==> config.mk <==
export PLATFORM = sky130hd
export DESIGN_NAME = alu_seq_mc_flat
export DESIGN_NICKNAME = d
export VERILOG_FILES = /design/src/rtl/alu_seq_mc_if.sv /design/src/rtl/alu_seq_mc.sv /design/src/flat_wrapper.sv
export SDC_FILE = /design/constraint.sdc
export NUM_CORES = 2
export LEC_CHECK = 0
export BUFFER_PORTS_ARGS = -buffer_cell sky130_fd_sc_hd__buf_2
export CORE_ASPECT_RATIO = 0.6
export CORE_MARGIN = 4
export CORE_UTILIZATION = 33
export CTS_BUF_LIST = sky130_fd_sc_hd__clkbuf_4 sky130_fd_sc_hd__clkbuf_8
export CTS_CLUSTER_DIAMETER = 40
export DETAILED_ROUTE_END_ITERATION = 10
export PLACE_DENSITY_LB_ADDON = 0.3
export SLEW_MARGIN = 20
export SYNTH_ARGS = -nofsm -noshare
export SYNTH_HDL_FRONTEND = slang
export SYNTH_SLANG_ARGS = --single-unit
==> constraint.sdc <==
create_clock -name clk -period 13.4 [get_ports clk]
set_clock_uncertainty 0.2 [all_clocks]
set_input_delay 1.34 -clock clk [delete_from_list [all_inputs] [get_ports clk]]
set_output_delay 1.34 -clock clk [all_outputs]
set_load 0.05 [all_outputs]
==> src/rtl/alu_seq_mc_if.sv <==
// Request/result handshake bundle for alu_seq_mc.
// master issues operations and out_ready; slave (the ALU) returns in_ready and results.
interface alu_seq_mc_if #(
    parameter int WIDTH = 64
);
    logic             in_valid;
    logic             in_ready;
    logic [WIDTH-1:0] a;
    logic [WIDTH-1:0] b;
    logic [3:0]       ALUOp;
    logic             out_valid;
    logic             out_ready;
    logic [WIDTH-1:0] Result;
    logic             ZERO;

    modport master (
        output in_valid, a, b, ALUOp, out_ready,
        input  in_ready, out_valid, Result, ZERO
    );

    modport slave (
        input  in_valid, a, b, ALUOp, out_ready,
        output in_ready, out_valid, Result, ZERO
    );
endinterface

==> src/rtl/alu_seq_mc.sv <==
// Multi-cycle ALU: logic/arith/shift/SLT single-cycle, iterative MUL; unsigned DIVU only with ALU_SEQ_DIV_EN.
// Latency: 1 clock single-cycle ops, WIDTH clocks MUL/DIVU (accept edge counted as the first clock).
// Backpressure: in_ready only in IDLE; Result/ZERO held in DONE until out_ready.
module alu_seq_mc #(
    parameter int WIDTH = 64,
    parameter int SHW   = $clog2(WIDTH)
) (
    input  logic        clk,
    input  logic        reset_n,
    alu_seq_mc_if.slave bus
);
    localparam logic [3:0] OP_AND = 4'b0000;
    localparam logic [3:0] OP_OR  = 4'b0001;
    localparam logic [3:0] OP_ADD = 4'b0010;
    localparam logic [3:0] OP_SLL = 4'b0011;
    localparam logic [3:0] OP_SRL = 4'b0100;
    localparam logic [3:0] OP_SRA = 4'b0101;
    localparam logic [3:0] OP_SUB = 4'b0110;
    localparam logic [3:0] OP_SLT = 4'b0111;
    localparam logic [3:0] OP_MUL = 4'b1000;
    localparam logic [3:0] OP_NOR = 4'b1100;

    typedef enum logic [1:0] {IDLE, BUSY, DONE} state_t;

    state_t           state;
    logic [WIDTH-1:0] acc;
    logic [WIDTH-1:0] mcand;
    logic [WIDTH-1:0] mplier;
    logic [SHW-1:0]   count;

    logic [SHW-1:0]   shamt;
    logic [WIDTH-1:0] sc_res;
    logic             is_iter;
    logic [WIDTH-1:0] ld_acc;
    logic [WIDTH-1:0] ld_mcand;
    logic [WIDTH-1:0] ld_mplier;
    logic [WIDTH-1:0] acc_nx;
    logic [WIDTH-1:0] mcand_nx;
    logic [WIDTH-1:0] mplier_nx;
    logic [WIDTH-1:0] busy_res;
    logic             last_iter;

`ifdef ALU_SEQ_DIV_EN
    localparam logic [3:0] OP_DIVU = 4'b1001;

    logic ld_div;
    logic div_mode;

    // One restoring step: acc holds the partial remainder, mplier the dividend
    // shifting out MSB-first while quotient bits shift in at the bottom.
    function automatic logic [2*WIDTH-1:0] div_step(
        input logic [WIDTH-1:0] rem,
        input logic [WIDTH-1:0] quo,
        input logic [WIDTH-1:0] dvs
    );
        logic [WIDTH:0] sh_rem;
        logic [WIDTH:0] diff;
        sh_rem = {rem, quo[WIDTH-1]};
        diff   = sh_rem - {1'b0, dvs};
        if (!diff[WIDTH]) begin
            div_step = {diff[WIDTH-1:0], quo[WIDTH-2:0], 1'b1};
        end else begin
            div_step = {sh_rem[WIDTH-1:0], quo[WIDTH-2:0], 1'b0};
        end
    endfunction
`endif

    assign bus.in_ready = (state == IDLE);
    assign shamt        = bus.b[SHW-1:0];
    assign last_iter    = (count == SHW'(WIDTH - 1));

    // Opcode decode. Iterative ops also prepare their first iteration here,
    // which is folded into the accept edge so that they finish in WIDTH clocks.
    always_comb begin
        sc_res    = '0;
        is_iter   = 1'b0;
        ld_acc    = bus.b[0] ? bus.a : '0;
        ld_mcand  = bus.a << 1;
        ld_mplier = bus.b >> 1;
`ifdef ALU_SEQ_DIV_EN
        ld_div    = 1'b0;
`endif
        case (bus.ALUOp)
            OP_AND: sc_res = bus.a & bus.b;
            OP_OR:  sc_res = bus.a | bus.b;
            OP_ADD: sc_res = bus.a + bus.b;
            OP_SUB: sc_res = bus.a - bus.b;
            OP_NOR: sc_res = ~(bus.a | bus.b);
            OP_SLL: sc_res = bus.a << shamt;
            OP_SRL: sc_res = bus.a >> shamt;
            OP_SRA: sc_res = $unsigned($signed(bus.a) >>> shamt);
            OP_SLT: sc_res = {{(WIDTH-1){1'b0}}, ($signed(bus.a) < $signed(bus.b))};
            OP_MUL: is_iter = 1'b1;
`ifdef ALU_SEQ_DIV_EN
            OP_DIVU: begin
                is_iter  = 1'b1;
                ld_div   = 1'b1;
                {ld_acc, ld_mplier} = div_step('0, bus.a, bus.b);
                ld_mcand = bus.b;
            end
`endif
            default: sc_res = '0;
        endcase
    end

    // Next iteration of the running multi-cycle operation.
    always_comb begin
        acc_nx    = acc + (mplier[0] ? mcand : '0);
        mcand_nx  = mcand << 1;
        mplier_nx = mplier >> 1;
        busy_res  = acc_nx;
`ifdef ALU_SEQ_DIV_EN
        if (div_mode) begin
            {acc_nx, mplier_nx} = div_step(acc, mplier, mcand);
            mcand_nx = mcand;
            busy_res = mplier_nx;
        end
`endif
    end

    always_ff @(posedge clk or negedge reset_n) begin
        if (!reset_n) begin
            state         <= IDLE;
            acc           <= '0;
            mcand         <= '0;
            mplier        <= '0;
            count         <= '0;
            bus.Result    <= '0;
            bus.ZERO      <= 1'b0;
            bus.out_valid <= 1'b0;
`ifdef ALU_SEQ_DIV_EN
            div_mode      <= 1'b0;
`endif
        end else begin
            case (state)
                IDLE: begin
                    if (bus.in_valid) begin
                        if (is_iter) begin
                            acc    <= ld_acc;
                            mcand  <= ld_mcand;
                            mplier <= ld_mplier;
                            count  <= SHW'(1);
                            state  <= BUSY;
`ifdef ALU_SEQ_DIV_EN
                            div_mode <= ld_div;
`endif
                        end else begin
                            bus.Result    <= sc_res;
                            bus.ZERO      <= (sc_res == '0);
                            bus.out_valid <= 1'b1;
                            state         <= DONE;
                        end
                    end
                end
                BUSY: begin
                    acc    <= acc_nx;
                    mcand  <= mcand_nx;
                    mplier <= mplier_nx;
                    count  <= count + 1'b1;
                    if (last_iter) begin
                        bus.Result    <= busy_res;
                        bus.ZERO      <= (busy_res == '0);
                        bus.out_valid <= 1'b1;
                        state         <= DONE;
                    end
                end
                DONE: begin
                    if (bus.out_ready) begin
                        bus.out_valid <= 1'b0;
                        state         <= IDLE;
                    end
                end
                default: state <= IDLE;
            endcase
        end
    end
endmodule

==> src/flat_wrapper.sv <==
// flat-port wrapper written by rule: the top's interface ports become plain ports
module alu_seq_mc_flat 
#(
    parameter int WIDTH = 64,
    parameter int SHW   = $clog2(WIDTH)
)
  (clk, reset_n, bus_in_valid, bus_a, bus_b, bus_ALUOp, bus_out_ready, bus_in_ready, bus_out_valid, bus_Result, bus_ZERO);
  alu_seq_mc_if #(.WIDTH(WIDTH)) bus_i ();
  input  logic clk;
  input  logic reset_n;
  input wire logic [$bits(bus_i.in_valid)-1:0] bus_in_valid;
  input wire logic [$bits(bus_i.a)-1:0] bus_a;
  input wire logic [$bits(bus_i.b)-1:0] bus_b;
  input wire logic [$bits(bus_i.ALUOp)-1:0] bus_ALUOp;
  input wire logic [$bits(bus_i.out_ready)-1:0] bus_out_ready;
  output wire logic [$bits(bus_i.in_ready)-1:0] bus_in_ready;
  output wire logic [$bits(bus_i.out_valid)-1:0] bus_out_valid;
  output wire logic [$bits(bus_i.Result)-1:0] bus_Result;
  output wire logic [$bits(bus_i.ZERO)-1:0] bus_ZERO;
  assign bus_i.in_valid = bus_in_valid;
  assign bus_i.a = bus_a;
  assign bus_i.b = bus_b;
  assign bus_i.ALUOp = bus_ALUOp;
  assign bus_i.out_ready = bus_out_ready;
  assign bus_in_ready = bus_i.in_ready;
  assign bus_out_valid = bus_i.out_valid;
  assign bus_Result = bus_i.Result;
  assign bus_ZERO = bus_i.ZERO;
  alu_seq_mc #(.WIDTH(WIDTH), .SHW(SHW)) u_core (.clk(clk), .reset_n(reset_n), .bus(bus_i));
endmodule
==> results_dict.tcl <==
set metrics [dict create \
    synthCells 5173 \
    first_global_vias 40569 \
    cp.buffers_inverters 2 \
    endpoint_kind "register" \
    rows 96 \
    synth_top_family_by_area "compound AO/OA/AOI/OAI gates" \
    syn_to_final_growth_pct 9.27 \
    synth-seq-cells 264 \
    hold_viol_final 0 \
    power_density_nw_per_um2 150 \
    fin_tns_setup_ns 0 \
    num_io_pins 203 \
    max_cap_violations 0 \
    synthTopCellsByArea "dfrtp_1 (17%), ha_1 (9.1%), mux4_2 (7.7%)" \
    cts.repair.resized 0 \
    crit_type "input port to register" \
    cts_htree_levels 2 \
    wl_per_cell_microns 35.6 \
    worstPathRequired_ns 13.90 \
    grt_pass1_wl_mm 328 \
    hold_path_class "input port to async pin" \
    initial_utilization_pct 33.2 \
    routed_wl_mm 238 \
    synth-async-reset-ratio_pct 100 \
    ir_drop_uv 135 \
    nNetsFinal 5533 \
    grt_max_degree 135 \
    synthXorXnorAreaFrac_pct 1.89 \
    hold_buffers 0 \
    path_cells "buf_4, clkinv_1, ha_1, nor2b_1, o2111ai_1, a21oi_1, o31ai_1, a21oi_1, or3_1, a221oi_1, nand4_1, nor4_1, nand4_1, nor3_1, nand4b_1, nor3_1, a211o_1" \
    synth_top_flop_cell "dfrtp_1" \
    synth_area_sq_um 37900 \
    critPathLaunchType "input port" \
    synth.most_common_cell "nand2_1" \
    clockBufferDepth 3 \
    synth_cell_types 102 \
    chipWidth_microns 446 \
    synthAdderAreaFrac_pct 9.26 \
    drc 0 \
    run_status "complete, no violations" \
    cts_buffers 53 \
    num_vias 44489 \
    max_stage_delay_ns 0.97 \
    worstMarginPinSlew_ns 1.30 \
    dp_hpwl_mm 184 \
    muxShareOfSynthArea_pct 12.9 \
    cts-root-buf "clkbuf_8" \
    gr-total-overflow 0 \
    synth_largest_area_cell "dfrtp_1" \
    fmax_mhz 126 \
    ys_top_cells_by_count "nand2_1 (759), nor2_1 (563), a21oi_1 (345)" \
    nFillCells 12249 \
    rsz0062_at_grt "no" \
    place_area_sq_um 40300 \
    synth_edf_count 0 \
    finish.utilization_pct 36.3 \
    finalInstanceArea_sq_um 41400 \
    clock_latency_ns 0.76 \
    ant_nets 0 \
    synth_top_area_share_pct 17.4 \
    routed_via_density 6.66 \
    fin_crit_ns 7.91 \
    crit_start "bus_b[2]" \
    track_usage_pct 37.8 \
    r2r-start "u_core.mplier[0]$_DFFE_PN0P_" \
    clkTransAtPathRegs_ns 0.06 \
    critPathArrivalTime_ns 8.41 \
    post-cts-setup-buffers 0 \
    first_pass_iters 8 \
    timing.final.crit_share_pct 59.0 \
    drv_slew 0 \
    die_area_sq_um 121000 \
    setup_violations 0 \
    max_slew_margin_pct 12.6 \
    place_congestion 1.07 \
    cts_tree "yes" \
    io_buffers 202 \
    leakage_nw 17.4 \
    slowest_stage "o31ai_1" \
    dieHeight_microns 271 \
    antenna_found_initial 19 \
    drtIter0Drc 6776 \
    ys_seq_area_share_pct 17.4 \
    synth_compound_area_share_pct 28.7 \
    yosys_warnings 0 \
    crit_fanout 10 \
    path_delay_family "simple AND/OR/NAND/NOR gates" \
    avgSynthCellArea_sq_um 7.33 \
    yosys.area_share.simple_pct 22.9 \
    core_area_sq_um 114000 \
    synth_fp_nets 5588 \
    drive_gt1_share_pct 13.8 \
    clock_sinks 264 \
]
cell usage in the layout (no fill, tap or decap), drive strengths merged, types with 21 or more instances in the layout:
cell	n
nand2	759
o21a	35
a22oi	26
a21o	73
o211ai	49
or3	21
and2	88
a221o	38
o221ai	28
dfrtp	264
o22ai	28
buf	321
o21ai	353
a31oi	221
nor2b	50
nor2	563
a221oi	40
mux2	86
mux2i	102
a21oi	346
ha	276
inv	227
or2	21
nand3	105
and3	28
a211oi	75
xor2	32
xnor2	50
mux4	129
nand4	64
nor3	98
clkbuf	73
o31ai	57
a2111oi	22
o2111ai	25
o21bai	41
nor4	38
worst reg2reg max path: cells and delay by family, from the launching register on:
kind | cells | cell delay [ns]
simple gates | 6 | 1.77
fa+ha+maj | 1 | 0.44
flops | 1 | 0.34
buf+inv | 1 | 0.50
xor+xnor | 1 | 0.64
compound gates | 8 | 3.26
metal layers:
metal	wire [microns]	share of wire, %	vias up	GRT usage, %
li1	-	-	18946	-
met1	108000	45	21910	57.2
met2	87400	37	3175	48.5
met3	33400	14	440	14.0
met4	8810	3.7	18	11.0
met5	181	0.076	-	0
report_power, final:
group | internal [mW] | leakage, nW | total (mW) | switching, mW
Combinational | 1.24 | 13.7 | 3.93 | 2.68
Clock | 0.488 | 0.566 | 0.936 | 0.448
Sequential | 1.15 | 3.18 | 1.37 | 0.229
Total | 2.88 | 17.4 | 6.24 | 3.36
metrics by stage:
stage	setup slack, ns	std cells	total power [mW]	hold slack [ns]
floorplan	6.44	5173	3.83	0.245
global placement	4.80	6580	5.12	0.251
detailed placement	4.92	6581	5.13	0.256
CTS	5.73	6674	6.11	0.222
global route	5.68	6675	6.60	0.264
finish	5.49	6681	6.24	0.234
sequential cells by signal, summed over array words and instances (netlist names):
| signal | flops |
|---|---|
| u_core.acc | 64 |
| u_core.bus.Result | 64 |
| u_core.bus.ZERO | 1 |
| u_core.bus.out_valid | 1 |
| u_core.count | 6 |
| u_core.mcand | 63 |
| u_core.mplier | 63 |
| u_core.state | 2 |
kinds of logic after synthesis:
group           count (synthesis)
simple gates                 1927
xor+xnor                       82
compound gates               1647
mux                           317
buf+inv                       657
fa+ha+maj                     279
flops                         264
final timing paths:
path	end	slack [ns]	depth (start not counted)
min in group clk	u_core.bus.Result[22]$_DFFE_PN0P_	0.27	2
worst max-delay path	u_core.bus.ZERO$_DFFE_PN0P_	5.49	17
worst max register to register	u_core.bus.ZERO$_DFFE_PN0P_	6.20	17
max in group asynchronous	u_core.mcand[26]$_DFFE_PN0P_	10.81	3
worst min register to register	u_core.bus.Result[22]$_DFFE_PN0P_	0.27	2
worst min-delay path	u_core.mplier[52]$_DFFE_PN0P_	0.23	1
area by class of cell:
| cell class | instances | area (sq um) | share of cell area [%] |
|---|---|---|---|
| inverters | 225 | 850 | 2.05 |
| clock inverters | 21 | 204 | 0.492 |
| well taps | 1519 | 1900 | 4.59 |
| diodes | 6 | 15.0 | 0.0362 |
| clock buffers | 72 | 916 | 2.21 |
| flip-flops and latches | 264 | 6610 | 15.9 |
| multi-input cells | 4252 | 28900 | 69.8 |
| repair buffers | 322 | 2020 | 4.88 |
Note: power is estimated with default switching activity, not from simulation.
